`src/rtl/router_pkg.sv`:
```
// Shared definitions for the router write-side controller: widths, the
// reserved header address and the intake FSM state encoding.
package router_pkg;

    localparam int unsigned NUM_PORTS = 3;
    localparam int unsigned ADDR_W    = 2;

    localparam logic [ADDR_W-1:0] ADDR_INVALID = 2'b11;

    typedef enum logic [2:0] {
        DECODE_ADDRESS     = 3'd0,
        LOAD_FIRST_DATA    = 3'd1,
        LOAD_DATA          = 3'd2,
        FIFO_FULL_STATE    = 3'd3,
        LOAD_AFTER_FULL    = 3'd4,
        LOAD_PARITY        = 3'd5,
        CHECK_PARITY_ERROR = 3'd6,
        WAIT_TILL_EMPTY    = 3'd7
    } state_t;

    // Select the per-port flag addressed by addr; the reserved address reads as 0.
    function automatic logic port_sel(input logic [NUM_PORTS-1:0] flags,
                                      input logic [ADDR_W-1:0]    addr);
        logic sel;
        case (addr)
            2'd0:    sel = flags[0];
            2'd1:    sel = flags[1];
            2'd2:    sel = flags[2];
            default: sel = 1'b0;
        endcase
        return sel;
    endfunction

endpackage

```
`src/rtl/router_ctrl.sv`:
```
// Packet-intake controller: sequences header decode, FIFO-drain wait, payload,
// full-stall and parity phases, and decodes per-phase strobes from the state.
module router_ctrl
    import router_pkg::*;
(
    input  logic                 clock,
    input  logic                 reset,
    input  logic                 pkt_valid,
    input  logic [ADDR_W-1:0]    data_in,
    input  logic [NUM_PORTS-1:0] fifo_empty,
    input  logic                 fifo_full,
    input  logic [NUM_PORTS-1:0] soft_reset,
    input  logic                 parity_done,
    input  logic                 low_pkt_valid,
    output logic                 detect_add,
    output logic                 lfd_state,
    output logic                 ld_state,
    output logic                 laf_state,
    output logic                 full_state,
    output logic                 write_enb_reg,
    output logic                 rst_int_reg,
    output logic                 busy,
    output logic [ADDR_W-1:0]    cur_dest
);

    state_t state;
    state_t next_state;
    logic   dest_soft_reset;
    logic   hdr_accept;

    assign dest_soft_reset = port_sel(soft_reset, cur_dest);
    assign hdr_accept      = pkt_valid && (data_in != ADDR_INVALID);

    // State register.
    always_ff @(posedge clock or posedge reset) begin
        if (reset) begin
            state <= DECODE_ADDRESS;
        end else begin
            state <= next_state;
        end
    end

    // Destination latch: captured on the edge that leaves address decode.
    always_ff @(posedge clock or posedge reset) begin
        if (reset) begin
            cur_dest <= '0;
        end else if ((state == DECODE_ADDRESS) && (next_state != DECODE_ADDRESS)) begin
            cur_dest <= data_in;
        end
    end

    // Next-state logic; a soft reset of the active destination overrides everything.
    always_comb begin
        next_state = state;
        case (state)
            DECODE_ADDRESS: begin
                if (hdr_accept) begin
                    next_state = port_sel(fifo_empty, data_in) ? LOAD_FIRST_DATA
                                                               : WAIT_TILL_EMPTY;
                end
            end
            WAIT_TILL_EMPTY: begin
                if (port_sel(fifo_empty, cur_dest)) begin
                    next_state = LOAD_FIRST_DATA;
                end
            end
            LOAD_FIRST_DATA: begin
                next_state = LOAD_DATA;
            end
            LOAD_DATA: begin
                if (fifo_full) begin
                    next_state = FIFO_FULL_STATE;
                end else if (!pkt_valid) begin
                    next_state = LOAD_PARITY;
                end
            end
            FIFO_FULL_STATE: begin
                if (!fifo_full) begin
                    next_state = LOAD_AFTER_FULL;
                end
            end
            LOAD_AFTER_FULL: begin
                if (parity_done) begin
                    next_state = DECODE_ADDRESS;
                end else if (low_pkt_valid) begin
                    next_state = LOAD_PARITY;
                end else begin
                    next_state = LOAD_DATA;
                end
            end
            LOAD_PARITY: begin
                next_state = CHECK_PARITY_ERROR;
            end
            CHECK_PARITY_ERROR: begin
                next_state = fifo_full ? FIFO_FULL_STATE : DECODE_ADDRESS;
            end
            default: begin
                next_state = DECODE_ADDRESS;
            end
        endcase

        if ((state != DECODE_ADDRESS) && dest_soft_reset) begin
            next_state = DECODE_ADDRESS;
        end
    end

    // Moore output decode from the state register only.
    always_comb begin
        detect_add    = 1'b0;
        lfd_state     = 1'b0;
        ld_state      = 1'b0;
        laf_state     = 1'b0;
        full_state    = 1'b0;
        write_enb_reg = 1'b0;
        rst_int_reg   = 1'b0;
        busy          = 1'b1;
        case (state)
            DECODE_ADDRESS: begin
                detect_add = 1'b1;
                busy       = 1'b0;
            end
            LOAD_FIRST_DATA: begin
                lfd_state = 1'b1;
            end
            LOAD_DATA: begin
                ld_state      = 1'b1;
                write_enb_reg = 1'b1;
                busy          = 1'b0;
            end
            FIFO_FULL_STATE: begin
                full_state = 1'b1;
            end
            LOAD_AFTER_FULL: begin
                laf_state     = 1'b1;
                write_enb_reg = 1'b1;
            end
            LOAD_PARITY: begin
                write_enb_reg = 1'b1;
            end
            CHECK_PARITY_ERROR: begin
                rst_int_reg = 1'b1;
            end
            default: begin
                busy = 1'b1;
            end
        endcase
    end

endmodule

```
`config.mk`:
```
export PLATFORM = sky130hd
export DESIGN_NAME = router_ctrl
export DESIGN_NICKNAME = d
export VERILOG_FILES = /design/src/rtl/router_pkg.sv /design/src/rtl/router_ctrl.sv
export SDC_FILE = /design/constraint.sdc
export NUM_CORES = 1
export LEC_CHECK = 0
export ABC_AREA = 1
export BUFFER_PORTS_ARGS = -buffer_cell sky130_fd_sc_hd__buf_4
export CAP_MARGIN = 5
export CORE_MARGIN = 3
export CORE_UTILIZATION = 41
export DETAILED_ROUTE_END_ITERATION = 8
export PLACE_DENSITY_LB_ADDON = 0.15
export SLEW_MARGIN = 20
export SYNTH_ARGS = -nofsm -noshare
export SYNTH_HDL_FRONTEND = slang
export SYNTH_SLANG_ARGS = --single-unit
export TNS_END_PERCENT = 50
```
`constraint.sdc`:
```
create_clock -name clock -period 1.4 [get_ports clock]
set_clock_uncertainty 0.15 [all_clocks]
set_input_delay 0.14 -clock clock [delete_from_list [all_inputs] [get_ports clock]]
set_output_delay 0.14 -clock clock [all_outputs]
set_load 0.01 [all_outputs]
```
==> summary.md, run 1 <==
| Metric | Value |
|---|---|
| Status | complete, but fails checks |
| Failing checks | negative setup slack |
| PD cells | 2335 mW/mm^2 |
| Starting Density | 47.08% |
| WL per Instance | 12.28 um |
| Die area | 0.001861 mm^2 |
| Final core utilization | 87.29% |
| Max Cap Violations | 0 |
| Leakage | 0.5845 nW |
| Syn Inst Count | 97 |
| WHS Endpoint | cur_dest[0] |
| Commonest non-fill, non-tap cell in the layout | buf_4 |
| Worst Setup End Kind | flip-flop |
| RSZ-0062 raised after global routing | yes |
| CTS tree | done |
| # IOs | 24 |
| Fin. Hold Viols | 0 |
| DPL Wire Length | 1.250 mm |
| Fin nets | 159 |
| Ys flop type | dfrtp_1 |
| Initial antenna violation count | 0 |
| Largest net degree at the start of global routing | 10 |
| FF/Latch Area | 128.9 um^2 |
| Mapped Area | 565.5 um^2 |
| Clk Latency, worst-skew pair | 0.24 ns |
| Hold Crit Class | primary input to flip-flop |
| RePlAce Congestion | 0.8752 |
| Core ar. | 0.001201 mm^2 |
| Distinct cells, synth | 21 |
| Slowest CP cell | dfrtp_2 |
| Port bufs | 23 |
| Core Rows | 12 |
| Most frequent cells in the layout | buf_4, nand2_1, inv_1, buf_6, nand3_1 |
| Syn_nets | 111 |
| Die W | 43.14 um |
| Vias/cell | 5.057 |
| Final WS setup | -0.2328 ns |
| Max Transition Viols Final | 0 |
| Crit start category | flip-flop |
| Die height | 43.14 um |
| Antenna-violating nets left | 0 |
| Fraction of registers with async set/reset | 100.0% |
| Area grow syn2layout | 85.40% |
| Required time worst endpoint | 1.39 ns |
| FF-to-FF Start | state[0] |
| Area of the multi-input gates | 397.9 um^2 |
| Clock Path Buffers | 2 |
| Post-route DRC violation count | 0 |
| R2R setup slack | -0.23 ns |
| Peak VDD IR | 0.001579 V |
| First-pass GRT wire length | 2.746 mm |
| GRT overflow | 0 |
| Worst-path clk slew | 0.04 ns |
| Fill count | 69 |
| CP max FO | 6 |
| Initial DRC count | 13 |
| Worst path most repeated cell | nand2_1 |
| Layout cells sized above 1 | 52.78% |
| Fmax | 612.5 MHz |
| Number of antenna diodes | 0 |
| Final setup vio count | 12 |
| Post-synth EDFFs | 0 |
| Hold path depth | 3 |
| Flops & latches, synth | 5 |
| Pre-CTS WS | -0.1948 ns |
| Cells along the critical path | nor2_4, buf_6, nand3_1, nand2_1, nor2_1, nand3_1, nand2_2, nand3_4, nand2_2, nand2_1, nand2_1 |
| DR vias | 799 |
| Root Driver | clkbuf_4 |
| Num CTS Buffers | 3 |
| Worst R2R End | cur_dest[1] |
| Tot GR Track Use | 19.06% |
| Routed wire length | 1.941 mm |
| Worst slew pin tran | 0.2415 ns |
| Hold path startpoint | data_in[0] |
| Worst r2r path cells | 11 |
| Min cycle time layout | 1.633 ns |
| Syn Area/Cell | 5.830 um^2 |
| Number of global-route vias before repair | 677 |
| Register area share after synthesis | 22.12% |
| Synth warn | 0 |
| Sink Count | 5 |
| H-tree depth | 1 |
| Pre-antenna DRT Iters | 4 |
| CP Class | flip-flop to flip-flop |
| Worst path max stage delay | 0.47 ns |
| Fin crit share | 116.6% |
| Slew headroom | 83.90% |
| Worst Path Arrival | 1.62 ns |
## layout make-up
cell class | count | share of cell area (%)
Tap cell | 14 | 1.671
Sequential cell | 5 | 12.29
Multi-Input combinational cell | 69 | 37.95
Clock buffer | 4 | 2.506
Timing Repair Buffer | 46 | 37.71
Inverter | 20 | 7.876
## routing by layer
metal / part of all wire [%] / vias up / global-route usage (%)
li1: - / 390 / -
met4: 2.0 / 0 / 3.614
met1: 37 / 371 / 21.55
met5: 0 / - / 0
met2: 53 / 32 / 33.92
met3: 7.8 / 6 / 6.780
## per-stage QoR
| stage | hold slack [ns] | instances | cell area, um^2 | power [mW] | setup TNS [ns] |
|---|---|---|---|---|---|
| floorplan | -0.2315 | 97 | 575.6 | 1.212 | -0.08044 |
| global placement | -0.09882 | 146 | 848.3 | 1.760 | -0.3902 |
| detailed placement | -0.09480 | 146 | 848.3 | 1.791 | -0.4360 |
| CTS | 0.01034 | 156 | 978.4 | 2.203 | -1.128 |
| global route | 0.02306 | 158 | 1049 | 2.641 | -2.536 |
| finish | 0.005510 | 158 | 1049 | 2.449 | -1.691 |
## cells by family after synthesis
logic type	count (synthesis)	share of synthesized area, %
compound gates	3	2.654
simple gates	66	55.75
flops	5	22.12
buf+inv	23	19.47
## worst max-delay path: cells and delay by family, from the launching register on
kind	cells	cell delay, ns
AND/OR/NAND/NOR	10	0.79
buffers and inverters	1	0.11
flip-flops	1	0.47
## cell usage after synthesis, types with 2 or more instances
library cell  count  area share, %
nand2_1          28             19
inv_1            15             10
nand2_2           2            2.2
nor3_1            2            1.8
dfrtp_1           5             22
inv_2             3            2.0
nand3_1          13             12
nor2_1           11            7.3
nand4_1           3            3.3
buf_6             2            4.0
o21ai_0           2            1.8
nand3_2           2            3.5
## how the worst max path moves through the flow
stage	slack, ns	start	endpoint	cells after the start
after floorplan	-0.04	state[0]	cur_dest[1]	11
after global placement	-0.17	state[0]	cur_dest[1]	10
after detailed placement	-0.19	state[1]	cur_dest[1]	10
after CTS	-0.14	state[0]	lfd_state	4
after global routing	-0.33	state[2]	cur_dest[0]	11
final	-0.23	state[0]	cur_dest[1]	11
## report_power, final
| group | switching, mW | total, mW | internal, mW |
|---|---|---|---|
| sequential | 0.174 | 0.398 | 0.224 |
| combinational | 0.917 | 1.88 | 0.962 |
| clock | 0.0636 | 0.172 | 0.108 |
## state kept, by name (all words and copies together), names as in the netlist
register  cells
state         3
cur_dest      2
## what timing repair did
| action | 4_1_cts | 5_1_grt |
|---|---|---|
| gates resized for setup | 19 | 13 |
| endpoints found under the setup margin | 11 | 13 |
| hold buffers | 2 | 0 |
| setup buffers | 4 | 2 |
| endpoints found under the hold margin | 6 | 0 |
| pin swaps | 6 | 9 |
Power figures use the tool's default switching activity.
==> run 2: changes to the inputs <==
--- a/config.mk
+++ b/config.mk
@@ -8,10 +8,10 @@
 export ABC_AREA = 1
 export BUFFER_PORTS_ARGS = -buffer_cell sky130_fd_sc_hd__buf_4
 export CAP_MARGIN = 5
-export CORE_MARGIN = 3
+export CORE_MARGIN = 2
 export CORE_UTILIZATION = 41
 export DETAILED_ROUTE_END_ITERATION = 8
-export PLACE_DENSITY_LB_ADDON = 0.15
+export PLACE_DENSITY = 0.82
 export SLEW_MARGIN = 20
 export SYNTH_ARGS = -nofsm -noshare
 export SYNTH_HDL_FRONTEND = slang
==> summary.md, run 2 (synthesized netlist as in run 1, its figures left out) <==
| Metric | Value |
|---|---|
| Status | complete, but fails checks (unchanged) |
| Failing checks | negative setup slack (unchanged) |
| Required time worst endpoint | 1.40 ns (was 1.39 ns) |
| Gate power share | 77.6% (was 76.7%) |
| Met3 Wirelength | 120 um (was 152 um) |
| Final WS setup | -0.2314 ns (was -0.2328 ns) |
| Most frequent cells in the layout | buf_4, nand2_1, inv_1, nand3_1, nor2_1 (was buf_4, nand2_1, inv_1, buf_6, nand3_1) |
| Num CTS Buffers | 3 (unchanged) |
| Vias/cell | 4.918 (was 5.057) |
| Fin crit share | 116.5% (was 116.6%) |
| CP max FO | 6 (unchanged) |
| First-pass GRT wire length | 3.049 mm (was 2.746 mm) |
| # IOs | 24 (unchanged) |
| DPL Wire Length | 1.191 mm (was 1.250 mm) |
| Final Power | 2.448 mW (was 2.449 mW) |
| Fin nets | 159 (unchanged) |
| Starting Density | 43.46% (was 47.08%) |
| FF/Latch Area | 128.9 um^2 (unchanged) |
| Worst path max stage delay | 0.48 ns (was 0.47 ns) |
| Reg power frac | 14.8% (was 16.2%) |
| P_int | 1.276 mW (was 1.294 mW) |
| Area grow syn2layout | 80.31% (was 85.40%) |
| Initial DRC count | 20 (was 13) |
| RSZ-0062 raised after global routing | yes (unchanged) |
| Number of flip-flops in the largest register | 3 (unchanged) |
| Die height | 41.14 um (was 43.14 um) |
| Layout cells sized above 1 | 52.78% (unchanged) |
| Post-route DRC violation count | 0 (unchanged) |
| Leakage | 0.5783 nW (was 0.5845 nW) |
| Core ar. | 0.001301 mm^2 (was 0.001201 mm^2) |
| Hold path startpoint | data_in[0] (unchanged) |
| Slew headroom | 85.85% (was 83.90%) |
| R2R setup slack | -0.23 ns (about the same) |
| Min cycle time layout | 1.631 ns (was 1.633 ns) |
| Slowest CP cell | dfrtp_2 (unchanged) |
| Worst-path clk slew | 0.06 ns (was 0.04 ns) |
| Met2 Wirelength | 1.070 mm (was 1.034 mm) |
| Cells along the critical path | buf_4, inv_2, buf_4, nand3_1, nand3b_1, nand2_2, nand3_4, nand2_2, nand2_1, nand2_1 (was nor2_4, buf_6, nand3_1, nand2_1, nor2_1, nand3_1, nand2_2, nand3_4, nand2_2, nand2_1, nand2_1) |
| Commonest non-fill, non-tap cell in the layout | buf_4 (unchanged) |
| Antenna-violating nets left | 0 (unchanged) |
| Sink Count | 5 (unchanged) |
| Worst R2R End | cur_dest[1] (unchanged) |
| CTS tree | done (unchanged) |
| Clock Path Buffers | 2 (unchanged) |
| Root Driver | clkbuf_4 (unchanged) |
| Clock power share | 7.6% (was 7.0%) |
| Psw | 1.171 mW (was 1.155 mW) |
| WL per Instance | 12.26 um (was 12.28 um) |
| Design area | 0.001020 mm^2 (was 0.001049 mm^2) |
| Fin. Hold Viols | 0 (unchanged) |
| Sw frac | 47.85% (was 47.16%) |
| Core Rows | 13 (was 12) |
| Max Cap Violations | 0 (unchanged) |
| Area of the multi-input gates | 382.9 um^2 (was 397.9 um^2) |
| Largest regs | state: 3 flops, cur_dest: 2 flops (unchanged) |
| Worst Setup End Kind | flip-flop (unchanged) |
| Number of antenna diodes | 0 (unchanged) |
| Crit start category | flip-flop (unchanged) |
| Delay-heaviest family, CP | simple AND/OR/NAND/NOR gates (unchanged) |
| Die area | 0.001693 mm^2 (was 0.001861 mm^2) |
| H-tree depth | 1 (unchanged) |
| CP Class | flip-flop to flip-flop (unchanged) |
| Clk Latency, worst-skew pair | 0.26 ns (was 0.24 ns) |
| Max Transition Viols Final | 0 (unchanged) |
| Routed wire length | 1.950 mm (was 1.941 mm) |
| Number of global-route vias before repair | 793 (was 677) |
| Port bufs | 23 (unchanged) |
| Final setup vio count | 13 (was 12) |
| RePlAce Congestion | 0.8429 (was 0.8752) |
| Peak VDD IR | 0.001705 V (was 0.001579 V) |
| Fill count | 98 (was 69) |
| GRT overflow | 0 (unchanged) |
| Hold path depth | 3 (unchanged) |
| Most flop-heavy register | state (unchanged) |
| FF-to-FF Start | state[0] (unchanged) |
| PD cells | 2400 mW/mm^2 (was 2335 mW/mm^2) |
| M1 wire length | 715 um (was 714 um) |
| WHS Endpoint | cur_dest[0] (unchanged) |
| Worst r2r path cells | 10 (was 11) |
| Fmax | 613.0 MHz (was 612.5 MHz) |
| Worst slew pin tran | 0.2123 ns (was 0.2415 ns) |
| Worst path bufs/invs | 3 (was 1) |
| Die W | 41.14 um (was 43.14 um) |
| Pre-antenna DRT Iters | 4 (unchanged) |
| Hold Crit Class | primary input to flip-flop (unchanged) |
| Top routing layer in use | met4 (unchanged) |
| Post-place instance area | 834.6 um^2 (was 848.3 um^2) |
| Initial antenna violation count | 0 (unchanged) |
| Tot GR Track Use | 28.01% (was 19.06%) |
| Worst Path Arrival | 1.63 ns (was 1.62 ns) |
| DR vias | 782 (was 799) |
| Largest net degree at the start of global routing | 9 (was 10) |
## run 2: layer usage
layer  up-vias  global-route usage, %
li1        391                      -
met1       348                  24.68
met2        37                  55.47
met3         6                  8.696
met4         0                  13.71
met5         -                      0
## run 2: layout make-up
class	count	share of cell area [%]
inverter	20	8.344
multi-input combinational	69	37.55
tap	15	1.840
clock buffer	4	2.577
timing repair buffer	46	37.06
sequential	5	12.64
## run 2: worst max-delay path by stage
stage              from          end  slack (ns)  cells after the start
2_1_floorplan  state[0]  cur_dest[1]       -0.04                     11
3_3_place_gp   state[0]  cur_dest[1]       -0.18                      9
3_5_place_dp   state[1]  cur_dest[1]       -0.21                      9
4_1_cts        state[0]  cur_dest[1]       -0.16                     10
5_1_grt        state[0]  cur_dest[1]       -0.31                     10
6_report       state[0]  cur_dest[1]       -0.23                     10
## run 2: what timing repair did
item | in CTS | in global routing
hold buffers | 1 | 0
pin swaps | 18 | 6
buffers inserted | 9 | 0
resized for setup | 23 | 5
setup endpoints to repair | 13 | 13
hold endpoints to repair | 5 | 0
## run 2: power by group through the flow
stage | clock, mW | combinational, mW | sequential [mW]
5_1_grt | 0.197 | 2.05 | 0.374
3_3_place_gp | 0 | 1.35 | 0.357
6_report | 0.186 | 1.90 | 0.363
4_1_cts | 0.179 | 1.80 | 0.353
3_5_place_dp | 0 | 1.39 | 0.362
2_1_floorplan | 0 | 0.925 | 0.287
## run 2: tightest hold or removal path, cell delays in order
cell	delay, ns
buf_4	0.11
nand3_1	0.07
nand2_1	0.06
## run 2: metrics by stage
| stage | hold slack (ns) | instances | worst slack, ns | utilization [%] | TNS (ns) |
|---|---|---|---|---|---|
| 4_1_cts | 0.009522 | 159 | -0.1618 | 77.02 | -1.243 |
| 5_1_grt | 0.03029 | 159 | -0.3074 | 78.37 | -2.319 |
| 6_report | 0.01820 | 159 | -0.2314 | 78.37 | -1.752 |
| 3_3_place_gp | -0.09920 | 145 | -0.1828 | 64.13 | -0.4009 |
| 2_1_floorplan | -0.2315 | 97 | -0.04253 | - | -0.08044 |
| 3_5_place_dp | -0.1000 | 145 | -0.2118 | 64.13 | -0.4814 |
==> run 3: changes to the inputs <==
--- a/config.mk
+++ b/config.mk
@@ -8,10 +8,10 @@
 export ABC_AREA = 1
 export BUFFER_PORTS_ARGS = -buffer_cell sky130_fd_sc_hd__buf_4
 export CAP_MARGIN = 5
-export CORE_MARGIN = 2
-export CORE_UTILIZATION = 41
+export CORE_AREA = 2 2 39 41
 export DETAILED_ROUTE_END_ITERATION = 8
-export PLACE_DENSITY = 0.82
+export DIE_AREA = 0 0 41 43
+export PLACE_DENSITY = 0.72
 export SLEW_MARGIN = 20
 export SYNTH_ARGS = -nofsm -noshare
 export SYNTH_HDL_FRONTEND = slang
==> constraint.sdc (replaced) <==
create_clock -name clock -period 1.55 [get_ports clock]
set_clock_uncertainty 0.15 [all_clocks]
set_input_delay 0.155 -clock clock [delete_from_list [all_inputs] [get_ports clock]]
set_output_delay 0.155 -clock clock [all_outputs]
set_load 0.01 [all_outputs]
==> summary.md, run 3 (synthesized netlist as in run 1, its figures left out) <==
| Metric | Value |
|---|---|
| DR vias | 689 (was 782) |
| Max Transition Viols Final | 0 (unchanged) |
| DPL Wire Length | 1.081 mm (was 1.191 mm) |
| Die height | 43 um (was 41.14 um) |
| Failing checks | negative setup slack (unchanged) |
| Status | complete, but fails checks (unchanged) |
| Reg power frac | 18.3% (was 14.8%) |
| Gate power share | 73.7% (was 77.6%) |
| Port bufs | 23 (unchanged) |
| Area grow syn2layout | 58.19% (was 80.31%) |
| CTS tree | done (unchanged) |
| Fin crit share | 100.4% (was 116.5%) |
| Leakage | 0.5216 nW (was 0.5783 nW) |
| Core ar. | 0.001384 mm^2 (was 0.001301 mm^2) |
| Die W | 41 um (was 41.14 um) |
| Fin nets | 148 (was 159) |
| Initial antenna violation count | 0 (unchanged) |
| Sink Count | 5 (unchanged) |
| Worst path bufs/invs | 1 (was 3) |
| Peak VDD IR | 0.001434 V (was 0.001705 V) |
| Slowest CP cell | dfrtp_2 (unchanged) |
| Most flop-heavy register | state (unchanged) |
| Number of antenna diodes | 0 (unchanged) |
| Clock power share | 8.1% (was 7.6%) |
| Pre-CTS WS | -0.05677 ns (was -0.2118 ns) |
| Worst Setup End Kind | flip-flop (unchanged) |
| RePlAce Congestion | 0.8208 (was 0.8429) |
| Hold slack | 0.02941 ns (was 0.01820 ns) |
| Core Rows | 14 (was 13) |
| Worst slew pin tran | 0.1895 ns (was 0.2123 ns) |
| Psw | 875.4 uW (was 1.171 mW) |
| # IOs | 24 (unchanged) |
| GRT overflow | 0 (unchanged) |
| CP Depth | 9 (was 10) |
| Worst path most repeated cell | nand3_1 |
| Largest net degree at the start of global routing | 12 (was 9) |
| Final WS setup | -0.006952 ns (was -0.2314 ns) |
| Worst path max stage delay | 0.47 ns (was 0.48 ns) |
| Required time worst endpoint | 1.53 ns (was 1.40 ns) |
| Worst r2r path cells | 9 (was 10) |
| Hold Crit Class | primary input to flip-flop (unchanged) |
| Cells along the critical path | buf_6, nand3_1, nor2_1, nor2_1, nand3_1, nand2_1, nand3_4, nand3_1, nand2_1 (was buf_4, inv_2, buf_4, nand3_1, nand3b_1, nand2_2, nand3_4, nand2_2, nand2_1, nand2_1) |
| Sw frac | 47.12% (was 47.85%) |
| Fin. Hold Viols | 0 (unchanged) |
| Final core utilization | 64.65% (was 78.37%) |
| Delay-heaviest family, CP | simple AND/OR/NAND/NOR gates (unchanged) |
| First-pass GRT wire length | 2.139 mm (was 3.049 mm) |
| Min cycle time layout | 1.557 ns (was 1.631 ns) |
| RSZ-0062 raised after global routing | yes (unchanged) |
| Antenna-violating nets left | 0 (unchanged) |
| Clk Latency, worst-skew pair | 0.24 ns (was 0.26 ns) |
| R2R setup slack | -0.007 ns (was -0.23 ns) |
| Vias/cell | 4.624 (was 4.918) |
| Crit start category | flip-flop (unchanged) |
| Layout cells sized above 1 | 43.61% (was 52.78%) |
| Post-route DRC violation count | 0 (unchanged) |
| Number of flip-flops in the largest register | 3 (unchanged) |
| CP max FO | 6 (unchanged) |
| Tot GR Track Use | 17.74% (was 28.01%) |
| Most frequent cells in the layout | buf_4, nand2_1, inv_1 (was buf_4, nand2_1, inv_1, nand3_1, nor2_1) |
| Routed wire length | 1.435 mm (was 1.950 mm) |
| Commonest non-fill, non-tap cell in the layout | buf_4 (unchanged) |
| Pre-antenna DRT Iters | 4 (unchanged) |
| Starting Density | 40.87% (was 43.46%) |
| Hold path depth | 3 (unchanged) |
| Number of global-route vias before repair | 597 (was 793) |
| WL per Instance | 9.631 um (was 12.26 um) |
| Final Power | 1.858 mW (was 2.448 mW) |
| Final setup vio count | 1 (was 13) |
| Max Cap Violations | 0 (unchanged) |
| Slew headroom | 87.27% (was 85.85%) |
| H-tree depth | 1 (unchanged) |
| Initial DRC count | 8 (was 20) |
| Die area | 0.001763 mm^2 (was 0.001693 mm^2) |
| TNS Setup | -0.006952 ns (was -1.752 ns) |
| Num CTS Buffers | 3 (unchanged) |
| Worst Path Arrival | 1.54 ns (was 1.63 ns) |
| Root Driver | clkbuf_4 (unchanged) |
| CP Class | flip-flop to flip-flop (unchanged) |
| P_int | 982.3 uW (was 1.276 mW) |
| PD cells | 2077 mW/mm^2 (was 2400 mW/mm^2) |
| Worst-path clk slew | 0.04 ns (was 0.06 ns) |
| Fmax | 642.3 MHz (was 613.0 MHz) |
| Clock Path Buffers | 2 (unchanged) |
| Largest regs | state: 3 flops, cur_dest: 2 flops (unchanged) |
-- run 3: power groups by stage --
stage	Clock (mW)	Combinational [mW]	Sequential, mW
2_1_floorplan	0	0.794	0.260
4_1_cts	0.159	1.16	0.338
3_5_place_dp	0	1.08	0.334
6_report	0.150	1.37	0.340
3_3_place_gp	0	1.06	0.331
5_1_grt	0.163	1.51	0.353
-- run 3: layout make-up --
cell class / instances / area [um^2]
well taps: 16 / 20.02
repair buffers: 35 / 276.5
multi-input cells: 69 / 359.1
inverters: 20 / 82.58
clock buffers: 4 / 26.28
flip-flops and latches: 5 / 130.1
fillers: 134 / 489.2
-- run 3: worst paths after layout --
path	from	endpoint
setup / recovery	state[0]	cur_dest[1]
hold / removal	data_in[0]	cur_dest[0]
setup reg to reg	state[0]	cur_dest[1]
hold reg to reg	cur_dest[0]	cur_dest[0]
max in group asynchronous	reset	cur_dest[0]
min in group asynchronous	reset	state[2]
-- run 3: worst reg2reg max path: stages, from the launching register on --
cell and delay [ns]:
dfrtp_2 0.47, buf_6 0.15, nand3_1 0.08, nor2_1 0.04
nor2_1 0.11, nand3_1 0.09, nand2_1 0.12, nand3_4 0.10
nand3_1 0.08, nand2_1 0.05
-- run 3: routing by layer --
layer  vias to the layer above  wire [um]  global-route usage [%]
met5                         -          0                       0
met3                         0         96                   6.283
met4                         0          0                   4.000
met2                        25        759                   31.87
li1                        371          -                       -
met1                       293        579                   18.24
-- run 3: through the flow --
step,instances,area [um^2]
2_1_floorplan,97,565.5
3_3_place_gp,138,765.7
3_5_place_dp,138,765.7
4_1_cts,146,833.3
5_1_grt,149,894.6
6_report,149,894.6
-- run 3: what timing repair did --
item / 4_1_cts / 5_1_grt
resized for setup: 4 / 15
pin swaps: 2 / 7
endpoints found under the setup margin: 6 / 7
hold buffers: 1 / 0
hold endpoints to repair: 5 / 0
setup buffers: 3 / 3
